### src/rtl/pid_seq_pkg.sv
// Shared types and helpers for the PID update sequencer: state encoding, default widths, saturation.
// Pure declarations; no timing or flow control of its own.
package pid_seq_pkg;

  localparam int DEF_W    = 19;
  localparam int DEF_FRAC = 2;

  typedef enum logic [2:0] {
    IDLE  = 3'd0,
    PROP  = 3'd1,
    INTEG = 3'd2,
    DERIV = 3'd3,
    SUM   = 3'd4
  } state_t;

  // Width-generic clamp helpers; callers sign-extend into 64 bits and pass the target width.
  function automatic logic sat_ovf(input logic signed [63:0] x, input int w);
    logic signed [63:0] hi;
    logic signed [63:0] lo;
    hi = (64'sd1 <<< (w - 1)) - 64'sd1;
    lo = -(64'sd1 <<< (w - 1));
    return (x > hi) || (x < lo);
  endfunction

  function automatic logic signed [63:0] sat_val(input logic signed [63:0] x, input int w);
    logic signed [63:0] hi;
    logic signed [63:0] lo;
    hi = (64'sd1 <<< (w - 1)) - 64'sd1;
    lo = -(64'sd1 <<< (w - 1));
    if (x > hi)      return hi;
    else if (x < lo) return lo;
    else             return x;
  endfunction

endpackage

### src/rtl/pid_update_sequencer_if.sv
// Bundle of update request, operands and control results between the speed front end and the PWM side.
// Requests are single-cycle pulses with no backpressure; busy/ovr report when a request could not be taken.
interface pid_update_sequencer_if
  import pid_seq_pkg::*;
#(
  parameter int W = DEF_W
);
  logic                upd;
  logic                clr_int;
  logic signed [W-1:0] N_ref;
  logic signed [W-1:0] N_fb;
  logic signed [W-1:0] K_p;
  logic signed [W-1:0] K_i;
  logic signed [W-1:0] K_d;
  logic signed [W-1:0] N_con;
  logic                valid;
  logic                busy;
  logic                sat;
  logic                ovr;

  modport master (
    output upd, clr_int, N_ref, N_fb, K_p, K_i, K_d,
    input  N_con, valid, busy, sat, ovr
  );

  modport slave (
    input  upd, clr_int, N_ref, N_fb, K_p, K_i, K_d,
    output N_con, valid, busy, sat, ovr
  );
endinterface

### src/rtl/pid_sat_mul.sv
// Shared signed multiplier: a*b, arithmetic shift right by FRAC, clamp to W bits with overflow flag.
// Purely combinational, zero latency, no flow control.
module pid_sat_mul
  import pid_seq_pkg::*;
#(
  parameter int W    = DEF_W,
  parameter int FRAC = DEF_FRAC
) (
  input  logic signed [W-1:0] a,
  input  logic signed [W-1:0] b,
  output logic signed [W-1:0] y,
  output logic                ovf
);
  logic signed [2*W-1:0] prod;
  logic signed [2*W-1:0] shr;

  assign prod = (2*W)'(a) * (2*W)'(b);
  assign shr  = prod >>> FRAC;
  assign ovf  = sat_ovf(64'(shr), W);
  assign y    = W'(sat_val(64'(shr), W));
endmodule

### src/rtl/pid_update_sequencer.sv
// One PID update per upd pulse over a single shared multiplier; N_con/valid land 4 cycles after upd.
// No backpressure: upd outside IDLE is dropped and latched into the sticky ovr flag.
module pid_update_sequencer
  import pid_seq_pkg::*;
#(
  parameter int W    = DEF_W,
  parameter int FRAC = DEF_FRAC
) (
  input  logic                     f_pwm,
  input  logic                     rst,
  pid_update_sequencer_if.slave    bus
);
  state_t st;
  state_t st_nxt;

  logic signed [W-1:0] kp_r, ki_r, kd_r;
  logic signed [W-1:0] e_r, e_prev;
  logic signed [W-1:0] p_r, i_acc, d_r;
  logic signed [W-1:0] con_r;
  logic                valid_r, sat_r, sat_acc, ovr_r;

  logic signed [W-1:0] mul_a, mul_b, mul_y;
  logic                mul_ovf;

  logic signed [W:0]   e_raw, diff_raw, iacc_raw;
  logic signed [W+1:0] sum_raw;
  logic signed [W-1:0] e_new, diff, iacc_new, sum_new;
  logic                e_ovf, diff_ovf, iacc_ovf, sum_ovf;

  assign e_raw    = (W+1)'(bus.N_ref) - (W+1)'(bus.N_fb);
  assign e_new    = W'(sat_val(64'(e_raw), W));
  assign e_ovf    = sat_ovf(64'(e_raw), W);

  assign diff_raw = (W+1)'(e_r) - (W+1)'(e_prev);
  assign diff     = W'(sat_val(64'(diff_raw), W));
  assign diff_ovf = sat_ovf(64'(diff_raw), W);

  assign iacc_raw = (W+1)'(i_acc) + (W+1)'(mul_y);
  assign iacc_new = W'(sat_val(64'(iacc_raw), W));
  assign iacc_ovf = sat_ovf(64'(iacc_raw), W);

  assign sum_raw  = (W+2)'(p_r) + (W+2)'(i_acc) + (W+2)'(d_r);
  assign sum_new  = W'(sat_val(64'(sum_raw), W));
  assign sum_ovf  = sat_ovf(64'(sum_raw), W);

  pid_sat_mul #(.W(W), .FRAC(FRAC)) u_mul (
    .a   (mul_a),
    .b   (mul_b),
    .y   (mul_y),
    .ovf (mul_ovf)
  );

  always_ff @(posedge f_pwm or negedge rst) begin
    if (!rst) st <= IDLE;
    else      st <= st_nxt;
  end

  // Operand mux follows the state so each stage reuses the one multiplier.
  always_comb begin
    st_nxt = st;
    mul_a  = '0;
    mul_b  = '0;
    case (st)
      IDLE:    if (bus.upd) st_nxt = PROP;
      PROP:    begin st_nxt = INTEG; mul_a = kp_r; mul_b = e_r;  end
      INTEG:   begin st_nxt = DERIV; mul_a = ki_r; mul_b = e_r;  end
      DERIV:   begin st_nxt = SUM;   mul_a = kd_r; mul_b = diff; end
      SUM:     st_nxt = IDLE;
      default: st_nxt = IDLE;
    endcase
  end

  always_ff @(posedge f_pwm or negedge rst) begin
    if (!rst) begin
      kp_r    <= '0;
      ki_r    <= '0;
      kd_r    <= '0;
      e_r     <= '0;
      e_prev  <= '0;
      p_r     <= '0;
      i_acc   <= '0;
      d_r     <= '0;
      con_r   <= '0;
      valid_r <= 1'b0;
      sat_r   <= 1'b0;
      sat_acc <= 1'b0;
      ovr_r   <= 1'b0;
    end else begin
      valid_r <= 1'b0;
      if (st != IDLE && bus.upd) ovr_r <= 1'b1;
      case (st)
        IDLE: begin
          // Clear lands on the acceptance edge, so a simultaneous update sees zeroed history.
          if (bus.clr_int) begin
            i_acc  <= '0;
            e_prev <= '0;
          end
          if (bus.upd) begin
            kp_r    <= bus.K_p;
            ki_r    <= bus.K_i;
            kd_r    <= bus.K_d;
            e_r     <= e_new;
            sat_acc <= e_ovf;
          end
        end
        PROP: begin
          p_r     <= mul_y;
          sat_acc <= sat_acc | mul_ovf;
        end
        INTEG: begin
          i_acc   <= iacc_new;
          sat_acc <= sat_acc | mul_ovf | iacc_ovf;
        end
        DERIV: begin
          d_r     <= mul_y;
          e_prev  <= e_r;
          sat_acc <= sat_acc | mul_ovf | diff_ovf;
        end
        SUM: begin
          con_r   <= sum_new;
          valid_r <= 1'b1;
          sat_r   <= sat_acc | sum_ovf;
        end
        default: ;
      endcase
    end
  end

  assign bus.N_con = con_r;
  assign bus.valid = valid_r;
  assign bus.busy  = (st != IDLE);
  assign bus.sat   = sat_r;
  assign bus.ovr   = ovr_r;
endmodule

### src/flat_wrapper.sv
// flat-port wrapper written by rule: the top's interface ports become plain ports
module pid_update_sequencer_flat import pid_seq_pkg::*;
#(
  parameter int W    = DEF_W,
  parameter int FRAC = DEF_FRAC
)
  (f_pwm, rst, bus_upd, bus_clr_int, bus_N_ref, bus_N_fb, bus_K_p, bus_K_i, bus_K_d, bus_N_con, bus_valid, bus_busy, bus_sat, bus_ovr);
  pid_update_sequencer_if #(.W(W)) bus_i ();
  input  logic f_pwm;
  input  logic rst;
  input wire logic [$bits(bus_i.upd)-1:0] bus_upd;
  input wire logic [$bits(bus_i.clr_int)-1:0] bus_clr_int;
  input wire logic [$bits(bus_i.N_ref)-1:0] bus_N_ref;
  input wire logic [$bits(bus_i.N_fb)-1:0] bus_N_fb;
  input wire logic [$bits(bus_i.K_p)-1:0] bus_K_p;
  input wire logic [$bits(bus_i.K_i)-1:0] bus_K_i;
  input wire logic [$bits(bus_i.K_d)-1:0] bus_K_d;
  output wire logic [$bits(bus_i.N_con)-1:0] bus_N_con;
  output wire logic [$bits(bus_i.valid)-1:0] bus_valid;
  output wire logic [$bits(bus_i.busy)-1:0] bus_busy;
  output wire logic [$bits(bus_i.sat)-1:0] bus_sat;
  output wire logic [$bits(bus_i.ovr)-1:0] bus_ovr;
  assign bus_i.upd = bus_upd;
  assign bus_i.clr_int = bus_clr_int;
  assign bus_i.N_ref = bus_N_ref;
  assign bus_i.N_fb = bus_N_fb;
  assign bus_i.K_p = bus_K_p;
  assign bus_i.K_i = bus_K_i;
  assign bus_i.K_d = bus_K_d;
  assign bus_N_con = bus_i.N_con;
  assign bus_valid = bus_i.valid;
  assign bus_busy = bus_i.busy;
  assign bus_sat = bus_i.sat;
  assign bus_ovr = bus_i.ovr;
  pid_update_sequencer #(.W(W), .FRAC(FRAC)) u_core (.f_pwm(f_pwm), .rst(rst), .bus(bus_i));
endmodule
### config.mk
export PLATFORM = sky130hd
export DESIGN_NAME = pid_update_sequencer_flat
export DESIGN_NICKNAME = d
export VERILOG_FILES = /design/src/rtl/pid_seq_pkg.sv /design/src/rtl/pid_update_sequencer_if.sv /design/src/rtl/pid_sat_mul.sv /design/src/rtl/pid_update_sequencer.sv /design/src/flat_wrapper.sv
export SDC_FILE = /design/constraint.sdc
export NUM_CORES = 2
export LEC_CHECK = 0
export CORE_MARGIN = 10
export CORE_UTILIZATION = 45
export CTS_CLUSTER_DIAMETER = 40
export DETAILED_ROUTE_END_ITERATION = 6
export GPL_ROUTABILITY_DRIVEN = 0
export GPL_TIMING_DRIVEN = 0
export PLACE_DENSITY_LB_ADDON = 0.12
export SETUP_SLACK_MARGIN = 0.15
export SLEW_MARGIN = 20
export SYNTH_ARGS = -nofsm -noshare
export SYNTH_HDL_FRONTEND = slang
export SYNTH_SLANG_ARGS = --single-unit
### constraint.sdc
create_clock -name f_pwm -period 16 [get_ports f_pwm]
set_input_delay 3.2 -clock f_pwm [delete_from_list [all_inputs] [get_ports f_pwm]]
set_output_delay 3.2 -clock f_pwm [all_outputs]
set_load 0.005 [all_outputs]
== Word level (Yosys, flattened, before mapping) ==
Index checks and enable logic that the tools add are counted.
Word-level totals
  bits in registers: 178
  bits of input ports: 99
  output and inout bits: 23
  word-level logic and storage cells: 76
Operators by class
  add/sub/neg operators: 5
  $mul: 1
  order comparisons: 10
  equal/unequal tests: 6
  muxes and demuxes: 20
  bitwise logic cells: 4
  reduce and logical (&&, ||, !) cells: 16
Operator list (number)
  $mux W19: 11
  $pmux W19 S2: 3
  $gt A20 B19 Y1 const B: 3
  $lt A20 B19 Y1 const B: 3
  $pmux W19 S3: 1
  $add A19 B19 Y20: 2
  $sub A19 B19 Y20: 2
  $mul A19 B19 Y38: 1
  $gt A36 B19 Y1 const B: 1
  $lt A36 B19 Y1 const B: 1
  $add A20 B19 Y21: 1
  $gt A21 B19 Y1 const B: 1
  $lt A21 B19 Y1 const B: 1
  $pmux W3 S4: 1
  $reduce_and A2 Y1: 4
  $eq A3 B2 Y1 const B: 2
  $logic_or A1 B1 Y1: 5
  $ne A2 B2 Y1 const B: 2
  $or A1 B1 Y1: 4
  $pmux W1 S4: 1
  $reduce_bool A2 Y1: 2
  $reduce_bool A4 Y1: 1
  $eq A3 B1 Y1 const B: 1
  $eq A3 B3 Y1 const B: 1
  6 further kinds: 7

== Logic depth before layout (Yosys ltp) ==
  depth in word-level cells: 14
  gate-level depth with buffers: 55
  mapped depth without buffers: 50

== Cells and area by module ==
From an unflattened synthesis, not the netlist that was laid out.
Second synthesis, totals
  cell total of the unflattened synthesis: 2916
  area, all modules: 26380.3 µm²
By module, submodules not included
  pid_sat_mul: instances 1, cells each 1587, area each 14396.3 µm², sequential area each 0.0 µm²
  pid_update_sequencer: instances 1, cells each 1329, area each 11984.0 µm², sequential area each 4454.3 µm²

== Worst setup path after synthesis ==
No wires, ideal clock.
  path kind: register -> register
  start: reg u_core.e_r[0]
  end: reg u_core.sat_acc
  arrival: 13222 ps
  data required time: 15870 ps
  setup slack: 2648 ps
  stages on the path, launching flop included: 55
  buffers on the path: 5
  period minus slack after synthesis: 13352 ps
  cells stage by stage: dfrtp_1 -> inv_1 -> ha_1 -> inv_1 -> fa_1 -> a211oi_1 -> o21a_1 -> nor3_1 -> o31a_1 -> nor3b_1 -> a211oi_1 -> nand2b_1 -> inv_1 -> a221oi_1 -> clkbuf_1 -> nor2_1 -> fa_1 -> inv_1 -> (+19 left out) -> o31ai_1 -> clkbuf_1 -> clkbuf_1 -> a21oi_1 -> ha_1 -> inv_1 -> fa_1 -> nor2b_1 -> o31a_1 -> o211ai_1 -> nand3_1 -> a211o_1 -> and3_1 -> o211a_1 -> clkbuf_1 -> or4b_2 -> a41oi_1 -> o31ai_1
Between the ends
  cells in the longest elaborated chain, start to end: 14
  elaborated cells on any way between the ends: 21
  classes of those cells: add/sub (2); mul (1); order compare (6); mux (6); bitwise (3); reduce/logical (3)
RTL lines
  start: declaration: line pid_update_sequencer.sv:17  | logic signed [W-1:0] e_r, e_prev;
  start signal: assignment: line pid_update_sequencer.sv:102  | e_r <= e_new;
  $sub A19 B19 Y20: line pid_update_sequencer.sv:34  | assign diff_raw = (W+1)'(e_r) - (W+1)'(e_prev);
  $lt A20 B19 Y1: line pid_seq_pkg.sv:31  | else if (x < lo) return lo;
  $mux W19: line pid_seq_pkg.sv:31
  $mux W19: line pid_seq_pkg.sv:30  | if (x > hi) return hi;
  $pmux W19 S2 *: line pid_update_sequencer.sv:63  | case (st)
  $mul A19 B19 Y38 *: line pid_sat_mul.sv:17  | assign prod = (2*W)'(a) * (2*W)'(b);
  $lt A36 B19 Y1: line pid_seq_pkg.sv:31
  $mux W19: line pid_seq_pkg.sv:31
  $mux W19 *: line pid_seq_pkg.sv:30
  net u_core.mul_y[0]: line pid_update_sequencer.sv:22  | logic signed [W-1:0] mul_a, mul_b, mul_y;
  $add A19 B19 Y20 *: line pid_update_sequencer.sv:38  | assign iacc_raw = (W+1)'(i_acc) + (W+1)'(mul_y);
  $gt A20 B19 Y1 or $lt A20 B19 Y1 (tied branches): line pid_seq_pkg.sv:22  | return (x > hi) || (x < lo);
  $logic_or A1 B1 Y1 *: line pid_seq_pkg.sv:22
  $or A1 B1 Y1 *: line pid_update_sequencer.sv:112  | sat_acc <= sat_acc | mul_ovf | iacc_ovf;
  $pmux W1 S4 *: line pid_update_sequencer.sv:91  | case (st)
  end signal: assignment: line pid_update_sequencer.sv:103  | sat_acc <= e_ovf;
  end signal: assignment: line pid_update_sequencer.sv:112
  end signal: assignment: line pid_update_sequencer.sv:117  | sat_acc <= sat_acc | mul_ovf | diff_ovf;
  end: declaration: line pid_update_sequencer.sv:20  | logic valid_r, sat_r, sat_acc, ovr_r;
Mark *: on every way through the listed nets, which the timed path passes. The rest lies on a longest branch.
A chain may end at the register's enable or synchronous reset.

== Worst setup path in the final report ==
Same ends and word-level chain as after synthesis.

==> run metrics <==
crit end category=flip-flop; Initial DRC Count=1722; CTS Hold Bufs=0; Top delay family on crit path=adder cells; unrepaired setup endpoints after global routing=no; Pins Over Slew Limit=0; DP Area=28220 um^2; first-pass GRT wire length=between 100000 and 150000 um; Seq/Total Area, Yosys=17.19%; Synthesis Warnings=0; hold path cells=1; DR WL/cell=20.86 um; asr flop ratio synth=100.0%; Core Area=56710 um^2; clock skew=14.63 ps; Post-route DRC=0; all-layer global routing usage=24.11%; EDFF count, synth=0; Pre-antenna DRT Iters=6; syn nets=~3.6k; DPL Wire Length=66120 um; CTS Buf Count=17; Worst EP required=roughly 16000 ps; Post-Syn Area=25910 um^2; Hold Crit Class=reg2reg; Setup-failing EPs final=0; Layout area overhead=11.68%; final core occ=51.03%; layout net count=roughly 3.7k; antenna cells=0; Worst-Skew Late Latency=460 ps; root buf cell=clkbuf_16; R2R depth=51; WL final=79730 um; TritonCTS clock tree=built; antenna violations before repair=0; number of global-route vias before repair=22.48k; routed vias=about 21k; Worst path depth=51; CP max FO=10; Synth top area share=30.36%; CP dominant cell by count=fa_1; CP max-delay cell=fa_1; Synth area leaders=fa_1, dfrtp_1, ha_1; ratio of cells with drive above 1 in the final layout=6.230%; cell taking the most area after synthesis=fa_1; Main synth FF type=dfrtp_1; # rows=87; Yosys reg bits=178; status=finished, final reports clean; die width=around 260 um; count of different cell masters after synthesis=a little under 80; PortBufs=121; Clock Path Buffers=2; Final Cell Area=28940 um^2; Avg Inst Size Synth=8.927 um^2; Critical Path Source Type=flip-flop; Slew @ Worst Pin=1120 ps; period utilization=95.20%; Die ar.=approximately 68000 um^2; Cells after Synth=approximately 2.9k; max_cap viols=0; Crit Path Class=reg2reg; Final Critical Period=around 15000 ps; Initial Util=45.69%; vias per inst=5.604; I/O Pins=about 120; Critical Path AT=15560 ps; critical path buffer and inverter count=11; critical path's largest stage delay=880 ps; final hold viol count=0; H-tree lvl count=4; Slew HR=about a quarter; f_max=approximately 66 MHz; CTS Sinks=about 180; Die Ht=260.0 um; total grt overflow=0; Clock transition at path regs=70 ps; largest net degree at the start of global routing=99; Routed Antenna Nets=0
-- worst paths after layout --
path | start | slack (ps) | to
max | u_core.e_r[0]$_DFFE_PN0P_ | 770 | u_core.sat_acc$_DFFE_PN0P_
min | u_core.bus.ovr$_DFFE_PN0P_ | 460 | u_core.bus.ovr$_DFFE_PN0P_
max reg2reg | u_core.e_r[0]$_DFFE_PN0P_ | 770 | u_core.sat_acc$_DFFE_PN0P_
min reg2reg | u_core.bus.ovr$_DFFE_PN0P_ | 460 | u_core.bus.ovr$_DFFE_PN0P_
max in group asynchronous | rst | 12340 | u_core.e_prev[8]$_DFFE_PN0P_
min in group asynchronous | rst | 2730 | u_core.bus.valid$_DFF_PN0_
-- Yosys cell counts (all sizes together), types with 5 or more instances --
cell and instances:
nand4 26, o21ai 78, fa 393, a31oi 38
o211ai 19, nor4 6, xor2 25, nor2 242
o21a 17, and3 21, clkbuf 106, or3 8
nand2b 53, dfrtp 178, ha 187, o21bai 19
or2 12, o31a 5, buf 17, nor2b 20
and2 23, a211oi 15, nand3b 7, mux2 76
a221oi 5, a311oi 23, a22oi 6, xnor2 59
a21oi 163, a22o 21, o31ai 11, a211o 12
nor3 46, inv 461, a21o 50, nand3 50
nand2 342
-- area by class of cell --
type	count	area, um^2
plain buffers	121	489.2
clock buffers	19	452.9
clock inverters	13	123.9
fillers	5403	27770
inverters	462	1734
multi-input cells	2140	19410
flip-flops and latches	178	4454
well taps	756	945.9
repair buffers	133	1330
-- logic make-up after synthesis --
family,count (synthesis),synth area share (%)
xor gates and xnor gates,84,2.839
and+or+nand+nor,873,15.25
DFF,178,17.19
AOI/OAI and AO/OA,522,13.32
muxes,80,3.457
adders and majority gates,581,39.43
buffers and inverters,585,8.526
-- metal layers --
layer | vias up | global-route usage, % | routed length (um)
met5 | - | 0 | 0
met4 | 0 | 9.063 | 3036
met3 | 126 | 4.038 | 5254
met2 | 765 | 39.30 | 37550
met1 | 10740 | 31.71 | 33890
li1 | 9790 | - | -
-- flip-flops by register name (all words and copies together) (netlist names) --
name / flops
u_core.kp_r: 19
u_core.bus.valid: 1
u_core.p_r: 19
u_core.e_prev: 19
u_core.kd_r: 19
u_core.sat_acc: 1
u_core.bus.N_con: 19
u_core.bus.sat: 1
u_core.bus.ovr: 1
u_core.ki_r: 19
u_core.st: 3
u_core.i_acc: 19
u_core.e_r: 19
u_core.d_r: 19
-- what timing repair did --
action,4_1_cts,5_1_grt
endpoints found under the setup margin,18,18
pin swaps,2,0
gates cloned,0,0
setup buffers,4,0
resized for setup,5,43
-- worst reg2reg max path, delay by kind of cell, from the launching register on --
| family | cells | cell delay [ps] |
|---|---|---|
| buffers and inverters | 11 | 1930 |
| adder cells (fa/ha/maj) | 12 | 5100 |
| AND/OR/NAND/NOR | 13 | 4040 |
| AO/OA/AOI/OAI | 15 | 3610 |
| flip-flops | 1 | 410 |
-- cells in the final DEF (no fill, tap or decap), types with 21 or more instances in the layout --
master,netlist,layout
inv_1,461,461
fa_1,393,392
nand2_1,342,342
nor2_1,242,241
ha_1,187,187
dfrtp_1,178,178
a21oi_1,162,158
clkdlybuf4s50_1,0,120
clkbuf_1,106,89
mux2_2,76,76
o21ai_0,76,75
xnor2_1,59,59
nand2b_1,53,53
a21o_1,50,50
nand3_1,50,47
nor3_1,46,46
a31oi_1,38,36
nand4_1,26,26
xor2_1,25,24
and2_1,23,23
a311oi_1,23,23
and3_1,21,21
a22o_1,21,21
-- stage by stage --
step / cells / TNS [ps] / setup WS [ps] / hold slack (ps)
2_1_floorplan: 2903 / 0 / 2648 / 451.0
3_3_place_gp: 3780 / -14630 / -1332 / 440.8
3_5_place_dp: 3788 / -3411 / -653.4 / 443.6
4_1_cts: 3823 / 0 / 249.1 / 459.9
5_1_grt: 3822 / 0 / 165.3 / 465.7
6_report: 3822 / 0 / 767.6 / 456.5
Power is left out: the tool's default activity adds up to more than one toggle a clock period on the data nets, which glitch-free logic cannot reach.
